==> src/rtl/sprite_line_fetch.sv <==
// Per-scanline sprite evaluator: walks the sprite object table, captures up to
// SLOTS hitting sprites (x plus one 8-pixel tile row each) for the line renderer.
module sprite_line_fetch #(
  parameter int NUM_SPRITES = 256,
  parameter int SLOTS       = 8
) (
  input  logic        clk,
  input  logic        rst,
  input  logic        line_start_i,
  input  logic [8:0]  line_i,
  output logic        sprite_object_en_o,
  output logic [9:0]  sprite_object_addr_o,
  input  logic [15:0] sprite_object_data_i,
  output logic        tile_data_en_o,
  output logic [12:0] tile_data_addr_o,
  input  logic [15:0] tile_data_data_i,
  output logic        busy_o,
  output logic        done_o,
  output logic        overflow_o,
  input  logic [2:0]  slot_sel_i,
  output logic        slot_valid_o,
  output logic [9:0]  slot_x_o,
  output logic [31:0] slot_pixels_o
);

  localparam int CW = $clog2(SLOTS + 1);
  localparam logic [CW-1:0] SLOTS_C = CW'(SLOTS);
  localparam logic [7:0]    LAST_C  = 8'(NUM_SPRITES - 1);

  typedef enum logic [2:0] {
    IDLE, Y_RD, Y_CHK, X_CAP, T_CAP, R0_CAP, R1_CAP, DONE
  } state_t;

  state_t         state_q, state_d;
  logic [8:0]     line_q, line_d;
  logic [7:0]     sprite_q, sprite_d;
  logic [CW-1:0]  count_q, count_d;
  logic [2:0]     row_q, row_d;
  logic [9:0]     x_q, x_d;
  logic [8:0]     tile_q, tile_d;
  logic           hflip_q, hflip_d;
  logic [15:0]    hi_q, hi_d;
  logic           ovf_q, ovf_d;
  logic [9:0]     obj_addr_q, obj_addr_d;
  logic [12:0]    tile_addr_q, tile_addr_d;
  logic           obj_en, tile_en, clr_slots, wr_slot, done;

  logic           slot_valid_q [SLOTS];
  logic [9:0]     slot_x_q     [SLOTS];
  logic [31:0]    slot_pix_q   [SLOTS];

  logic [8:0]     row_full;
  logic           hit, last;
  logic [31:0]    pix_raw, pix_flip, pix_new;

  // Row wraps modulo 512 so sprites straddling the top of the frame still hit.
  assign row_full = line_q - sprite_object_data_i[8:0];
  assign hit      = sprite_object_data_i[15] && (row_full[8:3] == 6'd0);
  assign last     = (sprite_q == LAST_C);

  assign pix_raw = {hi_q, tile_data_data_i};
  genvar gi;
  generate
    for (gi = 0; gi < 8; gi++) begin : g_flip
      assign pix_flip[4*gi +: 4] = pix_raw[4*(7-gi) +: 4];
    end
  endgenerate
  assign pix_new = hflip_q ? pix_flip : pix_raw;

  always_comb begin
    state_d     = state_q;
    line_d      = line_q;
    sprite_d    = sprite_q;
    count_d     = count_q;
    row_d       = row_q;
    x_d         = x_q;
    tile_d      = tile_q;
    hflip_d     = hflip_q;
    hi_d        = hi_q;
    ovf_d       = ovf_q;
    obj_en      = 1'b0;
    obj_addr_d  = obj_addr_q;
    tile_en     = 1'b0;
    tile_addr_d = tile_addr_q;
    clr_slots   = 1'b0;
    wr_slot     = 1'b0;
    done        = 1'b0;
    case (state_q)
      IDLE: begin
        if (line_start_i) begin
          line_d    = line_i;
          count_d   = '0;
          ovf_d     = 1'b0;
          sprite_d  = 8'd0;
          clr_slots = 1'b1;
          state_d   = Y_RD;
        end
      end
      Y_RD: begin
        obj_en     = 1'b1;
        obj_addr_d = {sprite_q, 2'd0};
        state_d    = Y_CHK;
      end
      Y_CHK: begin
        if (!hit) begin
          if (last) begin
            state_d = DONE;
          end else begin
            sprite_d = sprite_q + 8'd1;
            state_d  = Y_RD;
          end
        end else if (count_q < SLOTS_C) begin
          row_d      = row_full[2:0];
          obj_en     = 1'b1;
          obj_addr_d = {sprite_q, 2'd1};
          state_d    = X_CAP;
        end else begin
          ovf_d   = 1'b1;
          state_d = DONE;
        end
      end
      X_CAP: begin
        x_d        = sprite_object_data_i[9:0];
        obj_en     = 1'b1;
        obj_addr_d = {sprite_q, 2'd2};
        state_d    = T_CAP;
      end
      T_CAP: begin
        tile_d      = sprite_object_data_i[8:0];
        hflip_d     = sprite_object_data_i[9];
        tile_en     = 1'b1;
        tile_addr_d = {sprite_object_data_i[8:0], row_q, 1'b0};
        state_d     = R0_CAP;
      end
      R0_CAP: begin
        hi_d        = tile_data_data_i;
        tile_en     = 1'b1;
        tile_addr_d = {tile_q, row_q, 1'b1};
        state_d     = R1_CAP;
      end
      R1_CAP: begin
        wr_slot = 1'b1;
        count_d = count_q + 1'b1;
        if (last) begin
          state_d = DONE;
        end else begin
          sprite_d = sprite_q + 8'd1;
          state_d  = Y_RD;
        end
      end
      DONE: begin
        done    = 1'b1;
        state_d = IDLE;
      end
      default: state_d = IDLE;
    endcase
  end

  always_ff @(posedge clk or posedge rst) begin
    if (rst) begin
      state_q     <= IDLE;
      line_q      <= '0;
      sprite_q    <= '0;
      count_q     <= '0;
      row_q       <= '0;
      x_q         <= '0;
      tile_q      <= '0;
      hflip_q     <= 1'b0;
      hi_q        <= '0;
      ovf_q       <= 1'b0;
      obj_addr_q  <= '0;
      tile_addr_q <= '0;
    end else begin
      state_q     <= state_d;
      line_q      <= line_d;
      sprite_q    <= sprite_d;
      count_q     <= count_d;
      row_q       <= row_d;
      x_q         <= x_d;
      tile_q      <= tile_d;
      hflip_q     <= hflip_d;
      hi_q        <= hi_d;
      ovf_q       <= ovf_d;
      obj_addr_q  <= obj_addr_d;
      tile_addr_q <= tile_addr_d;
    end
  end

  always_ff @(posedge clk or posedge rst) begin
    if (rst) begin
      for (int i = 0; i < SLOTS; i++) begin
        slot_valid_q[i] <= 1'b0;
        slot_x_q[i]     <= '0;
        slot_pix_q[i]   <= '0;
      end
    end else if (clr_slots) begin
      for (int i = 0; i < SLOTS; i++) begin
        slot_valid_q[i] <= 1'b0;
      end
    end else if (wr_slot) begin
      for (int i = 0; i < SLOTS; i++) begin
        if (count_q == CW'(i)) begin
          slot_valid_q[i] <= 1'b1;
          slot_x_q[i]     <= x_q;
          slot_pix_q[i]   <= pix_new;
        end
      end
    end
  end

  always_comb begin
    slot_valid_o  = 1'b0;
    slot_x_o      = '0;
    slot_pixels_o = '0;
    if (int'(slot_sel_i) < SLOTS) begin
      slot_valid_o  = slot_valid_q[slot_sel_i];
      slot_x_o      = slot_x_q[slot_sel_i];
      slot_pixels_o = slot_pix_q[slot_sel_i];
    end
  end

  // Addresses come straight from the next-state mux so the RAM sees them in
  // the issuing cycle, yet they hold their last value when not reading.
  assign sprite_object_en_o   = obj_en;
  assign sprite_object_addr_o = obj_addr_d;
  assign tile_data_en_o       = tile_en;
  assign tile_data_addr_o     = tile_addr_d;
  assign busy_o               = (state_q != IDLE);
  assign done_o               = done;
  assign overflow_o           = ovf_q;

endmodule
==> config.mk <==
export PLATFORM = sky130hd
export DESIGN_NAME = sprite_line_fetch
export DESIGN_NICKNAME = d
export VERILOG_FILES = /design/src/rtl/sprite_line_fetch.sv
export SDC_FILE = /design/constraint.sdc
export NUM_CORES = 1
export LEC_CHECK = 0
export BUFFER_PORTS_ARGS = -buffer_cell sky130_fd_sc_hd__buf_2
export CAP_MARGIN = 20
export CORE_MARGIN = 1
export CORE_UTILIZATION = 50
export CTS_CLUSTER_DIAMETER = 120
export DETAILED_ROUTE_END_ITERATION = 16
export GPL_ROUTABILITY_DRIVEN = 0
export HOLD_SLACK_MARGIN = 0.1
export PLACE_DENSITY = 0.68
export SETUP_SLACK_MARGIN = 0.2
export SLEW_MARGIN = 20
export SYNTH_ARGS = -nofsm -noshare
export SYNTH_HDL_FRONTEND = slang
export SYNTH_SLANG_ARGS = --single-unit
==> constraint.sdc <==
create_clock -name clk -period 16.43 [get_ports clk]
set_input_delay 0.8215 -clock clk [delete_from_list [all_inputs] [get_ports clk]]
set_output_delay 0.8215 -clock clk [all_outputs]
set_load 0.02 [all_outputs]
==> flow_metrics.tcl, run 1 <==
set metrics [dict create \
    yosys.area.top_type_share 0.566 \
    grt_pass1_wl_um 68800 \
    dp_slack_ps 11410 \
    final_core_util 0.572 \
    antenna_found_initial 0 \
    yosysUniqueCellTypes 55 \
    core_um2 37600 \
    r2r_start "line_q[0]" \
    min_period_ps 5010 \
    grt_max_degree 146 \
    root_buffer "clkbuf_16" \
    ff2ff_setup_slack_ps 12860 \
    worstPathArrival_ps 4190 \
    slew_headroom 0.252 \
    dp_cells 2107 \
    syn_avg_cell_area_um2 12.1 \
    wl_per_cell_um 19.3 \
    die_w_um 197 \
    syn-num-nets 1635 \
    holdWs_ps 468 \
    overflow 0 \
    io_pins 118 \
    maxCapViolCount 0 \
    clk_latency_ps 560 \
    violations "DRC" \
    drive_gt1_frac 0.280 \
    dr_total_vias 12300 \
    holdCritStartpoint "line_i[1]" \
    rows 71 \
    netlist_top_cells_count "dfrtp_1 (431), nand2_1 (177), o21ai_0 (161), mux2_2 (159), nor2_1 (151)" \
    setup_tns_ps 0 \
    slew_violations 0 \
    cp_data_required_time_ps 15610 \
    fin_skew_ps 18.9 \
    cts-hold-fix-buffers 0 \
    post_dp_cell_area_um2 20000 \
    whs_path_depth 3 \
    cts_buffer_depth 3 \
    hpwl_um 24400 \
    max-vdd-ir-drop_mv 0.130 \
    dr.pass1.iters 10 \
    drt_iter0_drc 572 \
    ys_async_sr_fraction 1.00 \
    hold_path_class "in -> reg" \
    die_area_um2 38900 \
    grt_util_all_layers 0.228 \
    period_share 0.305 \
    post_drt_via_cell_ratio 5.63 \
    instances_no_fill 2185 \
    tightest_slew_ps 1120 \
    path_max_fanout 9 \
    htree_levels 2 \
    cts_tree "done" \
    synth.most_common_cell "dfrtp_1" \
    status "finished, violations left" \
    routed_wl_um 42200 \
    max_freq_mhz 199 \
    worst_slack_ps 11420 \
    cts_buffers 45 \
    power.density_nw_per_um2 169 \
    cts_resized 0 \
    clock_sinks 431 \
    start_kind "primary input" \
    synth-seq-cells 431 \
    grt_setup_unrepaired "no" \
    hold_viol_final 0 \
    final_nets 1704 \
    design_area_um2 21500 \
    area_growth_pct 12.9 \
    io_buffers 112 \
    yosys-top-cells-area "dfrtp_1 (57%), mux4_2 (10%), mux2_2 (9.4%)" \
    synth_flop_cell "dfrtp_1" \
    antenna_left 0 \
    syn_inst 1574 \
    rr_worst_depth 10 \
    r2r-end "obj_addr_q[5]" \
    cts.clk_slew.worst_paths_ps 60 \
    ys_seq_area_frac 0.566 \
    grt_pass1_vias 12700 \
    setup_viol 0 \
    drc 4 \
    die_h_um 197 \
    post-cts-setup-buffers 0 \
    total_power_mw 3.64 \
    whs_endpoint "line_q[1]" \
    leakage_nw 9.35 \
    crit_type "in -> out" \
    yosysTopAreaCell "dfrtp_1" \
    start_util 0.507 \
    syn_area_um2 19100 \
    yosysWarnings 0 \
    synth-edff-count 0 \
    endpoint_kind "output port" \
]
[worst max path at each step]
stage / start / endpoint / slack, ps / cells after the start
2_1_floorplan: rst / count_q[0] / 3610 / 1
3_3_place_gp: sprite_object_data_i[0] / sprite_object_addr_o[2] / 11440 / 11
3_5_place_dp: sprite_object_data_i[0] / sprite_object_addr_o[5] / 11410 / 11
4_1_cts: sprite_object_data_i[0] / sprite_object_addr_o[5] / 11410 / 11
5_1_grt: line_q[0] / sprite_object_addr_o[2] / 11140 / 11
6_report: sprite_object_data_i[0] / sprite_object_addr_o[5] / 11420 / 11
[power breakdown]
| part | switching (mW) | internal [mW] | total, mW |
|---|---|---|---|
| Sequential | 0.211 | 1.37 | 1.58 |
| Combinational | 0.576 | 0.439 | 1.02 |
| Clock | 0.410 | 0.639 | 1.05 |
[layout by cell type, fill, tap and decap left out, types with 13 or more instances in the layout]
master     synthesis  layout
a21oi_1          142     142
buf_2              3     110
buf_4              1      15
clkbuf_16          0      47
dfrtp_1          431     430
ha_1              13      13
inv_1             27      26
mux2_2           159     159
mux2i_1           43      43
mux4_2            86      86
nand2_1          177     173
nor2_1           151     151
o21ai_0          161     161
[critical path, stage by stage]
cell      delay [ps]
buf_2            120
ha_1             220
fa_1             410
nand2b_2         210
a211oi_1         340
o21ai_0          200
a2111o_1         500
nor4b_2          320
o21ba_1          530
mux2_4           360
buf_2            170
[routing by layer]
layer  vias up  global-route usage  share of wire
li1       5700                   -              -
met1      6265               0.317           0.44
met2       262               0.373           0.48
met3        64              0.0384          0.055
met4         0              0.0620          0.019
met5         -                   0              0
[cells by family (layout without fill, tap and decap cells)]
group | Yosys count | after routing | share of synthesized area
XOR/XNOR | 4 | 4 | 0.00184
flip-flops | 431 | 431 | 0.566
adder cells (fa/ha/maj) | 14 | 14 | 0.00959
AND/OR/NAND/NOR | 368 | 368 | 0.0781
buffers and inverters | 133 | 232 | 0.0278
multiplexers | 297 | 297 | 0.225
AO/OA/AOI/OAI | 327 | 327 | 0.0916
other | 0 | 1 | 0
[state kept, by name, summed over array words and instances (netlist names)]
signal,count
slot_valid_q,8
state_q,3
tile_q,9
line_q,9
sprite_q,8
x_q,10
slot_x_q,80
obj_addr_q,10
slot_pix_q,256
count_q,4
overflow_o,1
hflip_q,1
tile_addr_q,13
row_q,3
hi_q,16
[layout make-up]
class / instances / area [um^2]
clock buffer: 64 / 1330
antenna: 1 / 2.50
clock inverter: 13 / 198
timing repair buffer: 127 / 686
fill: 3095 / 16100
inverter: 28 / 113
tap: 511 / 639
sequential: 431 / 10800
multi-input combinational: 1010 / 7750
(Power assumes the default switching activity.)
==> inputs of run 2 (changes only) <==
==> constraint.sdc (replaced) <==
create_clock -name clk -period 5.2 [get_ports clk]
set_input_delay 0.26 -clock clk [delete_from_list [all_inputs] [get_ports clk]]
set_output_delay 0.26 -clock clk [all_outputs]
set_load 0.02 [all_outputs]
==> run 2 against run 1 <==
The flow still finishes with violations (DRC). Cell count up 2.1%. Sequential power rose to 3.1 times the previous value. Register-to-register slack worse by 11000 ps. Worst setup slack worse by 11000 ps. Clock power rose to 2.9 times the previous value. Global-route usage up 0.46 points. Core utilization up 0.87 points. Sequential share of layout area down 0.75 points. Total power rose to 3.1 times the previous value. Die area unchanged. Via count up 1.3%. Largest cell class unchanged.
==> flow_metrics.tcl, run 2 (synthesized netlist as in run 1, its figures left out) <==
set metrics [dict create \
    slew_headroom 0.301 \
    cts_resized 0 \
    slew_violations 0 \
    antenna_left 0 \
    status "finished, violations left" \
    htree_levels 2 \
    largest-register "slot_pix_q" \
    cts_buffer_depth 3 \
    routed_wl_um 42900 \
    maxCapViolCount 0 \
    power.density_nw_per_um2 518 \
    tightest_slew_ps 1050 \
    grt_setup_unrepaired "no" \
    antenna_found_initial 0 \
    diodes 0 \
    worstPathArrival_ps 4170 \
    cts_tree "done" \
    final_core_util 0.581 \
    holdWs_ps 333 \
    die_area_um2 38900 \
    setup_tns_ps 0 \
    dr.pass1.iters 11 \
    hpwl_um 25700 \
    dp_cells 2113 \
    post-cts-setup-buffers 0 \
    largest_reg_flops 256 \
    start_util 0.507 \
    multi_input_area_um2 7760 \
    r2r_start "line_q[0]" \
    hold_path_class "in -> async" \
    period_share 0.852 \
    grt_pass1_vias 13000 \
    path_max_fanout 9 \
    start_kind "primary input" \
    core_um2 37600 \
    worst_slack_ps 767 \
    clk_latency_ps 560 \
    grt_pass1_wl_um 70600 \
    endpoint_kind "output port" \
    fin_skew_ps 14.0 \
    crit_type "in -> out" \
    hold_viol_final 0 \
    grt_max_degree 130 \
    instances_no_fill 2231 \
    cts_buffers 45 \
    die_w_um 197 \
    io_pins 118 \
    cts.clk_slew.worst_paths_ps 60 \
    violations "DRC" \
    min_period_ps 4430 \
    clock_sinks 431 \
    post_dp_cell_area_um2 20100 \
    layout_common_cells "dfrtp_1 (430), nand2_1 (173), o21ai_0 (161)" \
    leakage_nw 9.47 \
    drive_gt1_frac 0.277 \
    fillerInstances 3061 \
    grt_util_all_layers 0.233 \
    drc 2 \
    total_power_mw 11.3 \
    register_area_um2 10800 \
    io_buffers 112 \
    root_buffer "clkbuf_16" \
    drt_iter0_drc 693 \
    rr_worst_depth 10 \
    setup_viol 0 \
    design_area_um2 21800 \
    crit_path_start "sprite_object_data_i[0]" \
    dp_slack_ps 1310 \
    final_nets 1747 \
    wl_per_cell_um 19.2 \
    reg_top3 "slot_pix_q: 256 flops, slot_x_q: 80 flops, hi_q: 16 flops" \
    max_freq_mhz 226 \
    cp_data_required_time_ps 4940 \
    dr_total_vias 12500 \
    die_h_um 197 \
    max-vdd-ir-drop_mv 0.386 \
    overflow 0 \
    area_growth_pct 14.6 \
    post_drt_via_cell_ratio 5.58 \
    rows 71 \
    final_common_cell "dfrtp_1" \
]
==> run 2: path summary, 6_finish.rpt <==
| path | to | slack [ps] |
|---|---|---|
| worst min-delay path | hi_q[10] | 330 |
| worst min register to register | tile_addr_q[3] | 470 |
| worst max register to register | obj_addr_q[6] | 1650 |
| worst max-delay path | sprite_object_addr_o[5] | 770 |
| min in group clk | state_q[1] | 450 |
| max in group asynchronous | obj_addr_q[9] | 3800 |
==> run 2: report_power, final <==
part	internal, mW	switching, mW	leakage, nW
logic	1.42	1.87	4.05
registers	4.32	0.644	4.73
clock network	1.75	1.31	0.691
total	7.48	3.83	9.47
==> run 2: worst max-delay path, stage by stage <==
cell and delay, ps:
dlygate4sd3_1 540, buf_2 150, ha_1 220, fa_1 400
nand2b_2 220, a211oi_1 340, o21ai_0 200, a2111o_1 480
nor4b_2 320, o21ba_1 520, mux2_4 360, buf_2 170
==> run 2: final cells by class <==
class,instances,share of cell area
clock inverters,14,0.00476
clock buffers,67,0.0599
inverters,28,0.00499
flip-flops and latches,431,0.494
multi-input cells,1010,0.355
well taps,511,0.0293
repair buffers,170,0.0518
==> run 2: repair_timing <==
item	4_1_cts	5_1_grt
hold endpoints to repair	72	0
hold buffers	37	0
endpoints found under the setup margin	0	0
==> run 2: layer usage <==
| metal | track usage | vias to the layer above | share of wire |
|---|---|---|---|
| li1 | - | 5785 | - |
| met1 | 0.322 | 6326 | 0.45 |
| met2 | 0.388 | 290 | 0.49 |
| met3 | 0.0382 | 54 | 0.048 |
| met4 | 0.0525 | 0 | 0.015 |
| met5 | 0 | - | 0 |
==> inputs of run 3 (changes only) <==
--- a/config.mk
+++ b/config.mk
@@ -8,12 +8,12 @@
 export BUFFER_PORTS_ARGS = -buffer_cell sky130_fd_sc_hd__buf_2
 export CAP_MARGIN = 20
 export CORE_MARGIN = 1
-export CORE_UTILIZATION = 50
+export CORE_UTILIZATION = 42
 export CTS_CLUSTER_DIAMETER = 120
 export DETAILED_ROUTE_END_ITERATION = 16
 export GPL_ROUTABILITY_DRIVEN = 0
-export HOLD_SLACK_MARGIN = 0.1
-export PLACE_DENSITY = 0.68
+export HOLD_SLACK_MARGIN = 0.06
+export PLACE_DENSITY = 0.59
 export SETUP_SLACK_MARGIN = 0.2
 export SLEW_MARGIN = 20
 export SYNTH_ARGS = -nofsm -noshare
==> run 3 against run 2 <==
The run now ends clean. Sequential cell count unchanged. Register-to-register slack improved by 20 ps. Non-clock buffer count is 2 lower. Worst setup slack better by 17 ps. First-iteration DRC count increased by 9.7%. Core utilization down 8.6 points. Via count fell by 1.6%. Cell count increased by 3.4%. Critical path type unchanged. Largest cell class unchanged. Largest power group unchanged.
==> flow_metrics.tcl, run 3 (synthesized netlist as in run 1, its figures left out) <==
set metrics [dict create \
    dr_total_vias 12300 \
    final_core_util 0.496 \
    maxCapViolCount 0 \
    crit_path_start "sprite_object_data_i[0]" \
    ff2ff_setup_slack_ps 1670 \
    routed_wl_um 44300 \
    reg_top3 "slot_pix_q: 256 flops, slot_x_q: 80 flops, hi_q: 16 flops" \
    start_util 0.428 \
    dp_slack_ps 1310 \
    die_w_um 215 \
    power.density_nw_per_um2 525 \
    rr_worst_depth 10 \
    cts_buffer_depth 3 \
    clk_latency_ps 570 \
    slew_headroom 0.350 \
    path_buf_inv 3 \
    die_area_um2 46200 \
    r2r-end "obj_addr_q[4]" \
    leakage_nw 9.55 \
    final_nets 1745 \
    worstPathArrival_ps 4160 \
    grt_pass1_wl_um 71800 \
    slew_violations 0 \
    period_share 0.849 \
    antenna_found_initial 1 \
    max_freq_mhz 226 \
    fin_skew_ps 9.11 \
    crit_cells 12 \
    endpoint_kind "output port" \
    drc 0 \
    cts_buffers 45 \
    start_kind "primary input" \
    rows 77 \
    fillerInstances 3992 \
    hold_viol_final 0 \
    die_h_um 215 \
    crit_path_frequent_cell "buf_2" \
    final_common_cell "dfrtp_1" \
    dr.pass1.iters 5 \
    hold_path_class "in -> async" \
    drive_gt1_frac 0.277 \
    largest_reg_flops 256 \
    worst_slack_ps 784 \
    hpwl_um 26600 \
    grt_max_degree 159 \
    io_pins 118 \
    cp_data_required_time_ps 4940 \
    grt_setup_unrepaired "no" \
    crit_type "in -> out" \
    endpoint "sprite_object_addr_o[5]" \
    cts_tree "done" \
    overflow 0 \
    wl_per_cell_um 19.2 \
    instances_no_fill 2306 \
    min_period_ps 4420 \
    clock_sinks 431 \
    io_buffers 112 \
    htree_levels 2 \
    antenna_left 0 \
    core_um2 44500 \
    slowest_stage "dlygate4sd3_1" \
    root_buffer "clkbuf_16" \
    total_power_mw 11.6 \
    diodes 0 \
    area_growth_pct 15.7 \
    worstPathCellList "dlygate4sd3_1 -> buf_2 -> ha_1 -> fa_1 -> nand2b_2 -> a211oi_1 -> o21ai_0 -> a2111o_1 -> nor4b_2 -> o21ba_1 -> mux2_4 -> buf_2" \
    drt_iter0_drc 760 \
    dp_cells 2191 \
    layout_common_cells "dfrtp_1 (430), nand2_1 (173), o21ai_0 (161)" \
    crit_family "compound AO/OA/AOI/OAI gates" \
    tightest_slew_ps 973 \
    path_max_fanout 9 \
    largest-register "slot_pix_q" \
    status "finished clean" \
    post_drt_via_cell_ratio 5.32 \
    grt_pass1_vias 12800 \
    grt_util_all_layers 0.198 \
    r2r_start "line_q[0]" \
    cts.clk_slew.worst_paths_ps 60 \
    max-vdd-ir-drop_mv 0.315 \
    cpPeakStageDelay_ps 540 \
    setup_viol 0 \
]
run 3: cell count changes in the layout (fill, tap and decap cells not counted):
cell | before | now
buf_12 | 3 | 5
nand2_2 | 4 | 3
clkbuf_16 | 45 | 47
bufinv_16 | 0 | 5
clkbuf_1 | 12 | 8
buf_4 | 20 | 16
clkinvlp_4 | 4 | 1
clkbuf_8 | 10 | 8
clkinv_8 | 2 | 0
nand2_4 | 0 | 1
run 3: power breakdown:
part	switching (mW)	internal, mW
registers	0.645	4.32
logic	1.87	1.42
clock network	1.31	2.00
run 3: through the flow:
step | hold slack [ps] | TNS, ps | cell area (um^2)
after global routing | 384 | 0 | 22100
after floorplan | 377 | -379010 | 19100
final | 338 | 0 | 22100
after global placement | 384 | 0 | 20100
after detailed placement | 390 | 0 | 20100
after CTS | 331 | 0 | 22000
run 3: layer usage:
metal	share of wire	global-route usage
met2	0.47	0.322
met5	0	0
met4	0.021	0.0582
met3	0.044	0.0317
met1	0.46	0.275
run 3: final cells by class:
class | instances | area, um^2 | area share
Timing Repair Buffer | 168 | 1140 | 0.0517
Clock buffer | 63 | 1320 | 0.0597
Sequential cell | 431 | 10800 | 0.489
Multi-Input combinational cell | 1010 | 7760 | 0.352
Tap cell | 592 | 741 | 0.0336
Inverter | 28 | 109 | 0.00494
Clock inverter | 14 | 199 | 0.00902
run 3: repair_timing:
action                    4_1_cts  5_1_grt
buffers inserted                0        0
gates resized for setup         0        0
hold buffers                   37        0
hold endpoints to repair       70        0
run 3: how the worst min path moves through the flow:
stage / from / endpoint / slack (ps) / depth (start not counted)
CTS: rst / slot_x_q[15] / 330 / 3
finish: rst / slot_x_q[15] / 340 / 3
global route: rst / slot_x_q[4] / 380 / 3
global placement: rst / slot_x_q[14] / 380 / 2
detailed placement: rst / slot_x_q[4] / 390 / 2
floorplan: line_i[0] / line_q[0] / 380 / 2
run 3: worst register-to-register path: stages, from the launching register on:
cell and delay, ps:
dfrtp_1 330, inv_1 50, ha_1 200, fa_1 400, nand2b_2 210, a211oi_1 330, o21ai_0 200, a2111o_1 490
nor4b_2 310, o21ba_1 530, mux2_4 370
